==> src/rtl/rhythm_lane_engine.sv <==
// -----------------------------------------------------------------------------
// rhythm_lane_engine
//
// Purpose
//   Note-field and scoring core for a LANES-wide rhythm game. A LANES x DEPTH
//   note field scrolls one row toward the hit row (row 0) on every stepTick.
//   Player key chords are judged against row 0. The block keeps score, combo,
//   max combo and an elapsed-seconds timer, and raises gameOver when play time
//   runs out.
//
// Ports
//   sysClock  in   1              system clock, all logic on the rising edge
//   reset     in   1              synchronous, active-high
//   state     in   2              0 idle/clear, 1 play, 2 result, 3 hold
//   enter     in   LANES          debounced key levels
//   stepTick  in   1              one-cycle scroll pulse (sysClock domain)
//   random    in   LANES          new top-row pattern, taken on stepTick
//   cord      out  LANES*DEPTH    note field, row r = cord[r*LANES +: LANES]
//   score     out  SCORE_W        hits plus bonus, saturating
//   combo     out  COMBO_W        consecutive clean rows, saturating
//   maxCombo  out  COMBO_W        highest combo this game
//   timer     out  8              elapsed seconds
//   gameOver  out  1              set once timer reaches GAME_SECONDS
//   number    out  SCORE_W        result display value (score or timer)
//
// Configuration
//   COMBO_BONUS_EN  when defined, each clean row scores 1 + (combo >> 3)
//                   instead of 1. When undefined no bonus logic exists.
//
// Handshake note
//   There are no valid/ready pairs here. stepTick is a single-cycle strobe,
//   and enter is a level whose changes (enter != enter_prev) form key events.
// -----------------------------------------------------------------------------
module rhythm_lane_engine #(
  parameter int LANES         = 3,
  parameter int DEPTH         = 4,
  parameter int TICKS_PER_SEC = 1000000,
  parameter int GAME_SECONDS  = 60,
  parameter int SCORE_W       = 16,
  parameter int COMBO_W       = 12
) (
  input  logic                     sysClock,
  input  logic                     reset,
  input  logic [1:0]               state,
  input  logic [LANES-1:0]         enter,
  input  logic                     stepTick,
  input  logic [LANES-1:0]         random,
  output logic [LANES*DEPTH-1:0]   cord,
  output logic [SCORE_W-1:0]       score,
  output logic [COMBO_W-1:0]       combo,
  output logic [COMBO_W-1:0]       maxCombo,
  output logic [7:0]               timer,
  output logic                     gameOver,
  output logic [SCORE_W-1:0]       number
);

  localparam int PRE_W = (TICKS_PER_SEC > 1) ? $clog2(TICKS_PER_SEC) : 1;
  // Sum is wide enough that neither the score nor a bonus increment can wrap
  // before the saturation compare sees it.
  localparam int SUM_W = ((SCORE_W > COMBO_W) ? SCORE_W : COMBO_W) + 2;

  localparam logic [PRE_W-1:0] PRE_LAST  = PRE_W'(TICKS_PER_SEC - 1);
  localparam logic [7:0]       TIMER_END = 8'(GAME_SECONDS);
  localparam logic [SUM_W-1:0] SCORE_MAX = {{(SUM_W-SCORE_W){1'b0}}, {SCORE_W{1'b1}}};
  localparam logic [COMBO_W-1:0] COMBO_MAX = {COMBO_W{1'b1}};

  localparam logic [1:0] ST_IDLE   = 2'd0;
  localparam logic [1:0] ST_PLAY   = 2'd1;
  localparam logic [1:0] ST_RESULT = 2'd2;
  localparam logic [1:0] ST_HOLD   = 2'd3;

  // ---------------------------------------------------------------------------
  // Internal state
  // ---------------------------------------------------------------------------
  logic [LANES-1:0] enter_prev;
  logic             wrong;        // a bad press already happened on this row
  logic [PRE_W-1:0] prescaler;
  logic             show_score;   // result display selects score (1) or timer (0)

  // ---------------------------------------------------------------------------
  // Combinational judge path
  // ---------------------------------------------------------------------------
  logic                   key_event;
  logic [LANES-1:0]       row0;
  logic [LANES-1:0]       row0_after_key;
  logic                   wrong_after_key;
  logic                   clean;
  logic [SUM_W-1:0]       inc_w;
  logic [SUM_W-1:0]       score_sum;
  logic [SCORE_W-1:0]     score_next;
  logic [COMBO_W-1:0]     combo_next;
  logic [COMBO_W-1:0]     max_next;
  logic [LANES*DEPTH-1:0] cord_after_key;
  logic [LANES*DEPTH-1:0] cord_shift;
  logic                   pre_terminal;
  logic [7:0]             timer_next;
  logic                   score_toggle;

  assign key_event = (enter != enter_prev);
  assign row0      = cord[LANES-1:0];

  // Key judgement happens first; the scroll judge below sees its result in
  // the same cycle, so a press and a stepTick together still count as a hit.
  always_comb begin
    row0_after_key  = row0;
    wrong_after_key = wrong;
    if (key_event && !wrong) begin
      if (enter == row0) begin
        // Also covers releasing keys after a hit: all-zero matches the
        // already-cleared row, so no penalty.
        row0_after_key = '0;
      end else begin
        wrong_after_key = 1'b1;
      end
    end
  end

  always_comb begin
    cord_after_key            = cord;
    cord_after_key[LANES-1:0] = row0_after_key;
  end

  // Row r takes row r+1; the top row takes the new random pattern.
  always_comb begin
    cord_shift = '0;
    for (int r = 0; r < DEPTH - 1; r++) begin
      cord_shift[r*LANES +: LANES] = cord_after_key[(r+1)*LANES +: LANES];
    end
    cord_shift[(DEPTH-1)*LANES +: LANES] = random;
  end

  // An empty row with no presses is clean too.
  assign clean = !wrong_after_key && (row0_after_key == '0);

`ifdef COMBO_BONUS_EN
  // One extra point for every 8 combo held before this row.
  assign inc_w = SUM_W'(1) + (SUM_W'(combo) >> 3);
`else
  assign inc_w = SUM_W'(1);
`endif

  assign score_sum  = SUM_W'(score) + inc_w;
  assign score_next = (score_sum > SCORE_MAX) ? {SCORE_W{1'b1}} : score_sum[SCORE_W-1:0];

  always_comb begin
    combo_next = '0;
    if (clean) begin
      combo_next = (combo == COMBO_MAX) ? combo : combo + COMBO_W'(1);
    end
  end

  assign max_next = (combo_next > maxCombo) ? combo_next : maxCombo;

  assign pre_terminal = (prescaler == PRE_LAST);
  assign timer_next   = timer + 8'd1;

  // Only a rising edge of the leftmost key flips the result display.
  assign score_toggle = key_event && enter[LANES-1] && !enter_prev[LANES-1];

  // ---------------------------------------------------------------------------
  // Sequential state
  // ---------------------------------------------------------------------------
  always_ff @(posedge sysClock) begin
    if (reset || (state == ST_IDLE)) begin
      cord       <= '0;
      score      <= '0;
      combo      <= '0;
      maxCombo   <= '0;
      timer      <= '0;
      gameOver   <= 1'b0;
      number     <= '0;
      enter_prev <= '0;
      wrong      <= 1'b0;
      prescaler  <= '0;
      show_score <= 1'b1;
    end else begin
      enter_prev <= enter;
      case (state)
        ST_PLAY: begin
          // After game over the whole play path is frozen.
          if (!gameOver) begin
            cord  <= cord_after_key;
            wrong <= wrong_after_key;
            if (stepTick) begin
              score    <= clean ? score_next : score;
              combo    <= combo_next;
              maxCombo <= max_next;
              cord     <= cord_shift;
              wrong    <= 1'b0;
            end
            if (pre_terminal) begin
              prescaler <= '0;
              timer     <= timer_next;
              if (timer_next == TIMER_END) begin
                gameOver <= 1'b1;
              end
            end else begin
              prescaler <= prescaler + PRE_W'(1);
            end
          end
        end
        ST_RESULT: begin
          if (score_toggle) begin
            show_score <= !show_score;
          end
          number <= show_score ? score : SCORE_W'(timer);
        end
        ST_HOLD: begin
          // Pause: everything except enter_prev holds.
        end
        default: begin
        end
      endcase
    end
  end

endmodule

==> config.mk <==
export PLATFORM = sky130hd
export DESIGN_NAME = rhythm_lane_engine
export DESIGN_NICKNAME = d
export VERILOG_FILES = /design/src/rtl/rhythm_lane_engine.sv
export SDC_FILE = /design/constraint.sdc
export NUM_CORES = 1
export LEC_CHECK = 0
export CAP_MARGIN = 30
export CORE_AREA = 2 2 151 153
export DETAILED_ROUTE_END_ITERATION = 10
export DIE_AREA = 0 0 153 155
export PLACE_DENSITY_LB_ADDON = 0.05
export SLEW_MARGIN = 10
export SYNTH_ARGS = -nofsm -noshare
export SYNTH_HDL_FRONTEND = slang
export SYNTH_SLANG_ARGS = --single-unit
==> constraint.sdc <==
create_clock -name sysClock -period 5 [get_ports sysClock]
set_input_delay 0.5 -clock sysClock [delete_from_list [all_inputs] [get_ports sysClock]]
set_output_delay 0.5 -clock sysClock [all_outputs]
set_load 0.005 [all_outputs]
==> results of run 1 <==
## layer usage
metal	GRT usage [%]	up-vias	part of all wire, %
met2	20.9	87	45
li1	-	2385	-
met4	4.06	0	1.5
met5	0	-	0
met3	3.06	16	4.1
met1	17.4	2144	49
## placed cells by master, fill, tap and decap left out, drive strengths merged, types with 3 or more instances in the layout
cell type / instances
dfxtp: 102
nor2: 101
clkdlybuf4s50: 87
nand2: 75
a21oi: 53
nand3: 31
mux2i: 25
o21ai: 22
inv: 21
xor2: 20
ha: 19
xnor2: 17
nor3: 17
nand4: 15
and3: 15
clkbuf: 13
buf: 10
and2: 9
or3: 7
nor4: 7
a211oi: 5
nand2b: 5
a22oi: 4
or2: 3
a311oi: 3
and4: 3
nand3b: 3
nor2b: 3
bufinv: 3
## flip-flops by register name, summed over array words and instances, names as in the netlist
name and count:
wrong 1, show_score 1, number 16, combo 12, enter_prev 3, prescaler 20
timer 8, score 16, maxCombo 12, cord 12, gameOver 1
## per-stage QoR
stage / power (mW) / util (%) / hold slack, ps / worst slack [ps]
floorplan: 0.894 / - / 448 / 1350
CTS: 1.78 / 30.3 / 458 / 884
finish: 1.74 / 30.3 / 454 / 879
global placement: 0.923 / 28.7 / 442 / 583
detailed placement: 0.923 / 28.7 / 444 / 517
global route: 1.81 / 30.3 / 473 / 607
## final timing paths
path,startpoint,to,slack (ps),cells after the start
setup / recovery,enter[2],maxCombo[5],880,15
hold / removal,number[15],number[15],450,2
setup reg to reg,enter_prev[2],maxCombo[5],1210,15
hold reg to reg,number[15],number[15],450,2
## power by group
group	leakage, nW	total, mW	internal (mW)	switching, mW
sequential	0.822	0.820	0.816	0.00385
clock	0.170	0.837	0.518	0.319
combinational	1.26	0.0825	0.0288	0.0537
total	2.26	1.74	1.36	0.377
## layout make-up
cell class              instances  area, sq um
well taps                     285          357
inverters                      21         78.8
repair buffers                 97          946
flip-flops and latches        102         2040
clock inverters                 3         90.1
multi-input cells             489         2960
fillers                      2357        15500
clock buffers                  13          260
## critical path, cell delays in order
cell and delay (ps):
clkdlybuf4s50_1 470, ha_1 330, nand3_2 100, mux2_4 340
or3_1 570, nor2_1 250, ha_1 270, a21o_1 180
a21o_1 160, a2111oi_0 370, or3_1 190, a31oi_2 150
buf_4 240, mux2i_1 160, nor2_1 50
## kinds of logic after synthesis
kind of cell,after synthesis,share of synthesized area (%)
mux,27,5.30
compound gates,103,11.8
simple gates,303,28.5
xor+xnor,37,6.21
flops,102,39.1
buf+inv,54,4.51
fa+ha+maj,19,4.55
==> key figures, run 1 <==
Synthesis
  • Syn Std Cell Area: 5220 sq um
  • EDFF count, synth: 0
  • Top FF cell, synth: dfxtp_1
  • Synth top cells by count: dfxtp_1, nor2_1, nand2_1, a21oi_1, nand3_1
  • Synth cell types: 61
  • Post-synth ARST share: 0%
  • Top post-synthesis cells by area: dfxtp_1, nor2_1, nand2_1
  • Largest area contributor in the netlist: dfxtp_1
  • Mapped Nets: 675
  • Synthesized flop and latch total: between 100 and 150
  • Sequential area share after synthesis: 39.1%
  • Syn avg cell area: 8.09 sq um
  • Most frequent cell after synthesis: dfxtp_1
  • Top cell type's share of synthesized area: 39.1%
  • Synth Warn #: 0
  • Synth Instances: between 600 and 700

Global routing
  • First-pass GRT wire length: around 25000 microns
  • Initial antenna violation count: 0
  • Vias in the first global route: 4547
  • GRT overflow: 0
  • Largest net degree at the start of global routing: 40
  • Gr usage total: between 10% and 20%

Run status
  • Outcome: finished clean

Routing
  • Vias: 4632
  • Routed WL: between 15000 and 20000 microns
  • DRT antenna net count: 0
  • Initial DRC count: 226
  • Avg WL per Cell: 15.0 microns
  • Drt drc: 0
  • Via/cell ratio: about 4.6
  • Drt first pass iters: 5

Setup path
  • Crit Path Max Fanout: 9
  • Worst Path Arrival: 4350 ps
  • CP Class: input pin to register
  • Worst EP required: 5230 ps
  • CP Launch Type: input pin
  • Setup crit end kind: register

Final layout
  • ANT cells: 0
  • Area delta synth->final: 28.9%
  • Design Area, Final: 6730 sq um
  • Layout Cells excl Fill: slightly above 1000
  • Layout cells sized above 1: about 6.6%
  • Layout Nets: 750

STA
  • Setup repair after global routing missed its margin: false
  • Final Hold Viols: 0
  • Max-slew violations: 0
  • Max_slew headroom: around 40%
  • FMAX: 243 MHz
  • Actual transition at the worst max-transition pin: 907 ps
  • Crit path time final: 4120 ps
  • Post-route setup TNS: 0 ps
  • Setup Viol. Count Final: 0
  • Worst Skew: 9.53 ps
  • Final period util: between 80 and 90%

Floorplanning
  • Die area: roughly 24000 sq um
  • Die H: approximately 160 microns
  • Std-Cell Core Area: 22200 sq um
  • Initial Util: about a quarter
  • Row count: 55
  • I/O pin total: 88
  • Die Wd: 153 microns

Pwr
  • IR Drop Worst-Case VDD: 0.220 mV
  • Leak: 2.26 nW
  • Power per cell area: ~260 nW/um^2

Clocking
  • CTS H-tree depth: 3
  • TritonCTS clock tree: yes
  • Cts hold-fix bufs: 0
  • CTS Buf Count: 9
  • Clock Tree Buf Depth: 2
  • Clock Sinks: 102
  • CTS Root Cell: clkbuf_16
  • Post-CTS sizing: 0
  • Worst skew pair latency: 350 ps
  • Setup bufs post-CTS: 0
  • CTS clk-pin slew, worst paths: 70 ps

Place
  • Routability congestion estimate: 0.751
  • Post-Place Cells: between 900 and 1000
  • Placed cell area: 6380 sq um
  • DPL Wire Length: 10900 microns
  • IO buf count: 87

Min path
  • Hold/Removal Path Class: register to register

Run
  • Max-cap violations: 0
Power figures use the tool's default switching activity.
==> run 2, diff against run 1 <==
==> constraint.sdc (replaced) <==
create_clock -name sysClock -period 3.47 [get_ports sysClock]
set_input_delay 0.347 -clock sysClock [delete_from_list [all_inputs] [get_ports sysClock]]
set_output_delay 0.347 -clock sysClock [all_outputs]
set_load 0.005 [all_outputs]
==> run 2 against run 1 <==
Core utilization is 1.7 points higher. Critical endpoint is now maxCombo[0]. Cell count is 4.0% higher. Sequential share of layout area is 1.6 points lower. Non-clock buffer count is 41 higher. Hold slack worse by 150 ps. Total power is 40% higher. Largest power group is now registers. Critical path depth is 1 higher.
==> key figures, run 2 (synthesis results as in run 1) <==
Run status
  • Outcome: finished clean

Pwr
  • Power after layout: 2.43 mW (+40%)
  • Internal power: 1.87 mW (+37%)
  • Combinational share of power: 5.9% (+1.2 points)
  • Switching share of power: 23.3% (+1.7 points)
  • Share of power burned in registers: 48.6% (+1.5 points)
  • NetSw: 0.568 mW (+51%)
  • IR Drop Worst-Case VDD: 0.218 mV (-1.1%)
  • Leak: 2.53 nW (+12%)
  • Clock Power Share: 45.5% (-2.6 points)
  • Power per cell area: 342 nW/um^2 (+32%)

Final layout
  • Regs by FF count: prescaler (20), number (16), score (16)
  • Max reg flops: 20 (unchanged)
  • Most frequent cells in the layout: dfxtp_1, nor2_1, clkdlybuf4s50_1, nand2_1, a21oi_1
  • Fillers: 2378 (+0.89%)
  • Layout cells sized above 1: 12.9% (+6.3 points)
  • ANT cells: 0 (unchanged)
  • Layout Nets: 791 (+5.5%)
  • Design Area, Final: 7120 sq um (+5.7%)
  • Biggest register: prescaler
  • Commonest non-fill, non-tap cell in the layout: dfxtp_1
  • Area delta synth->final: 36.3%

Routing
  • DRT antenna net count: 0 (unchanged)
  • Vias: 4883 (+5.4%)
  • Drt first pass iters: 4 (-1)
  • Avg WL per Cell: 14.9 microns (-1.0%)
  • Initial DRC count: 258 (+14%)
  • Drt drc: 0 (unchanged)
  • Via/cell ratio: 4.65 (+1.4%)
  • Routed WL: 15600 microns (+2.9%)

Clocking
  • Clock Sinks: 102 (unchanged)
  • Worst skew pair latency: 350 ps (about the same)
  • Clock Tree Buf Depth: 2 (unchanged)
  • CTS Root Cell: clkbuf_16
  • CTS clk-pin slew, worst paths: 80 ps (about the same)
  • CTS Buf Count: 9 (unchanged)
  • CTS H-tree depth: 3 (unchanged)
  • Cts hold-fix bufs: 0 (unchanged)
  • TritonCTS clock tree: yes

Min path
  • Hold EP: enter_prev[1]
  • Hold Path Stages: 2 (unchanged)
  • Hold_sp: enter[1]
  • Hold/Removal Path Class: input pin to register

Place
  • Placed cell area: 6690 sq um (+4.9%)
  • DPL Wire Length: 11400 microns (+4.9%)
  • Routability congestion estimate: 0.741 (-1.4%)
  • IO buf count: 87 (unchanged)

STA
  • Post-route setup TNS: 0 ps (unchanged)
  • Setup Viol. Count Final: 0 (unchanged)
  • Final hold slack: 305 ps (-150 ps)
  • Crit path time final: 3340 ps
  • Final Hold Viols: 0 (unchanged)
  • Setup repair after global routing missed its margin: true
  • Final period util: 96.1%
  • Worst Skew: 9.46 ps (-0.0641 ps)
  • Max_slew headroom: 47.5% (+7.9 points)
  • FMAX: 300 MHz
  • Max-slew violations: 0 (unchanged)
  • Actual transition at the worst max-transition pin: 787 ps (-120 ps)

Floorplanning
  • Initial Util: 23.5% (unchanged)
  • I/O pin total: 88 (unchanged)
  • Die H: 155 microns (unchanged)
  • Std-Cell Core Area: 22200 sq um (unchanged)
  • Die Wd: 153 microns (unchanged)
  • Die area: 23700 sq um (unchanged)
  • Row count: 55 (unchanged)

Global routing
  • Largest net degree at the start of global routing: 56 (+40%)
  • Initial antenna violation count: 0 (unchanged)
  • Gr usage total: 13.2% (+0.16 points)
  • GRT overflow: 0 (unchanged)
  • Vias in the first global route: 4717 (+3.7%)
  • First-pass GRT wire length: 25100 microns (+0.75%)

Setup path
  • Worst Path Arrival: 3630 ps (-720 ps)
  • R2R cell count: 16 (+1)
  • CP Class: register to register
  • Worst EP required: 3760 ps (-1470 ps)
  • Crit Path Max Fanout: 9 (unchanged)
  • CP Launch Type: register
  • Worst reg2reg path startpoint: enter_prev[2]
  • Worst R2R Setup Slack: 130 ps (-1080 ps)
  • Setup crit end kind: register
  • R2R Path End: maxCombo[0]

Run
  • Max-cap violations: 0 (unchanged)
## run 2: worst max-delay path, cell delays in order (launching register included)
cell       delay [ps]
dfxtp_1           310
inv_1              60
ha_4              260
nand3_2            80
mux2_4            320
or3_4             380
buf_12            170
a21oi_4           110
ha_1              150
a21o_1            100
a21o_1            120
a2111oi_2          60
or3_1             360
a31oi_2           220
buf_6             160
mux2_2            340
nor2_2             70
## run 2: timing repair
item	in CTS	in global routing
gates resized for setup	8	12
buffers inserted	1	0
pin swaps	4	3
endpoints found under the setup margin	12	12
## run 2: layout make-up
type                       count  area [sq um]  area share (%)
clock inverter                 6          87.6            1.23
inverter                      21          78.8            1.11
clock buffer                   9           225            3.17
multi-input combinational    489          3030            42.6
tap                          285           357            5.01
sequential                   102          2040            28.7
timing repair buffer         138          1290            18.1
## run 2: per-stage QoR
step | setup WS (ps) | utilization (%) | cells
after floorplan | 15.2 | - | 645
after global placement | -479 | 30.1 | 1034
after detailed placement | -521 | 30.1 | 1034
after CTS | 26.2 | 31.7 | 1050
after global routing | -18.6 | 32.0 | 1050
final | 134 | 32.0 | 1050
## run 2: power groups by stage
stage | clock network [mW] | logic [mW] | registers, mW
2_1_floorplan | 0 | 0.0818 | 1.21
3_3_place_gp | 0 | 0.136 | 1.21
3_5_place_dp | 0 | 0.137 | 1.21
4_1_cts | 1.16 | 0.141 | 1.18
5_1_grt | 1.21 | 0.157 | 1.18
6_report | 1.11 | 0.144 | 1.18
## run 2: worst max-delay path by stage
stage                     slack (ps)          start  cells after the start     endpoint
final                            130  enter_prev[2]                     16  maxCombo[0]
after global routing             -20  enter_prev[2]                     16  maxCombo[0]
after CTS                         30       enter[2]                     16  maxCombo[0]
after detailed placement        -520       enter[2]                     16  maxCombo[0]
after global placement          -480       enter[2]                     16  maxCombo[0]
after floorplan                   20       enter[2]                     16  maxCombo[1]
## run 2: per-layer routing
layer / vias up / track usage, % / routed length (microns)
li1: 2452 / - / -
met1: 2315 / 17.2 / 7540
met2: 103 / 22.2 / 7260
met3: 13 / 2.34 / 605
met4: 0 / 4.28 / 231
met5: - / 0 / 0
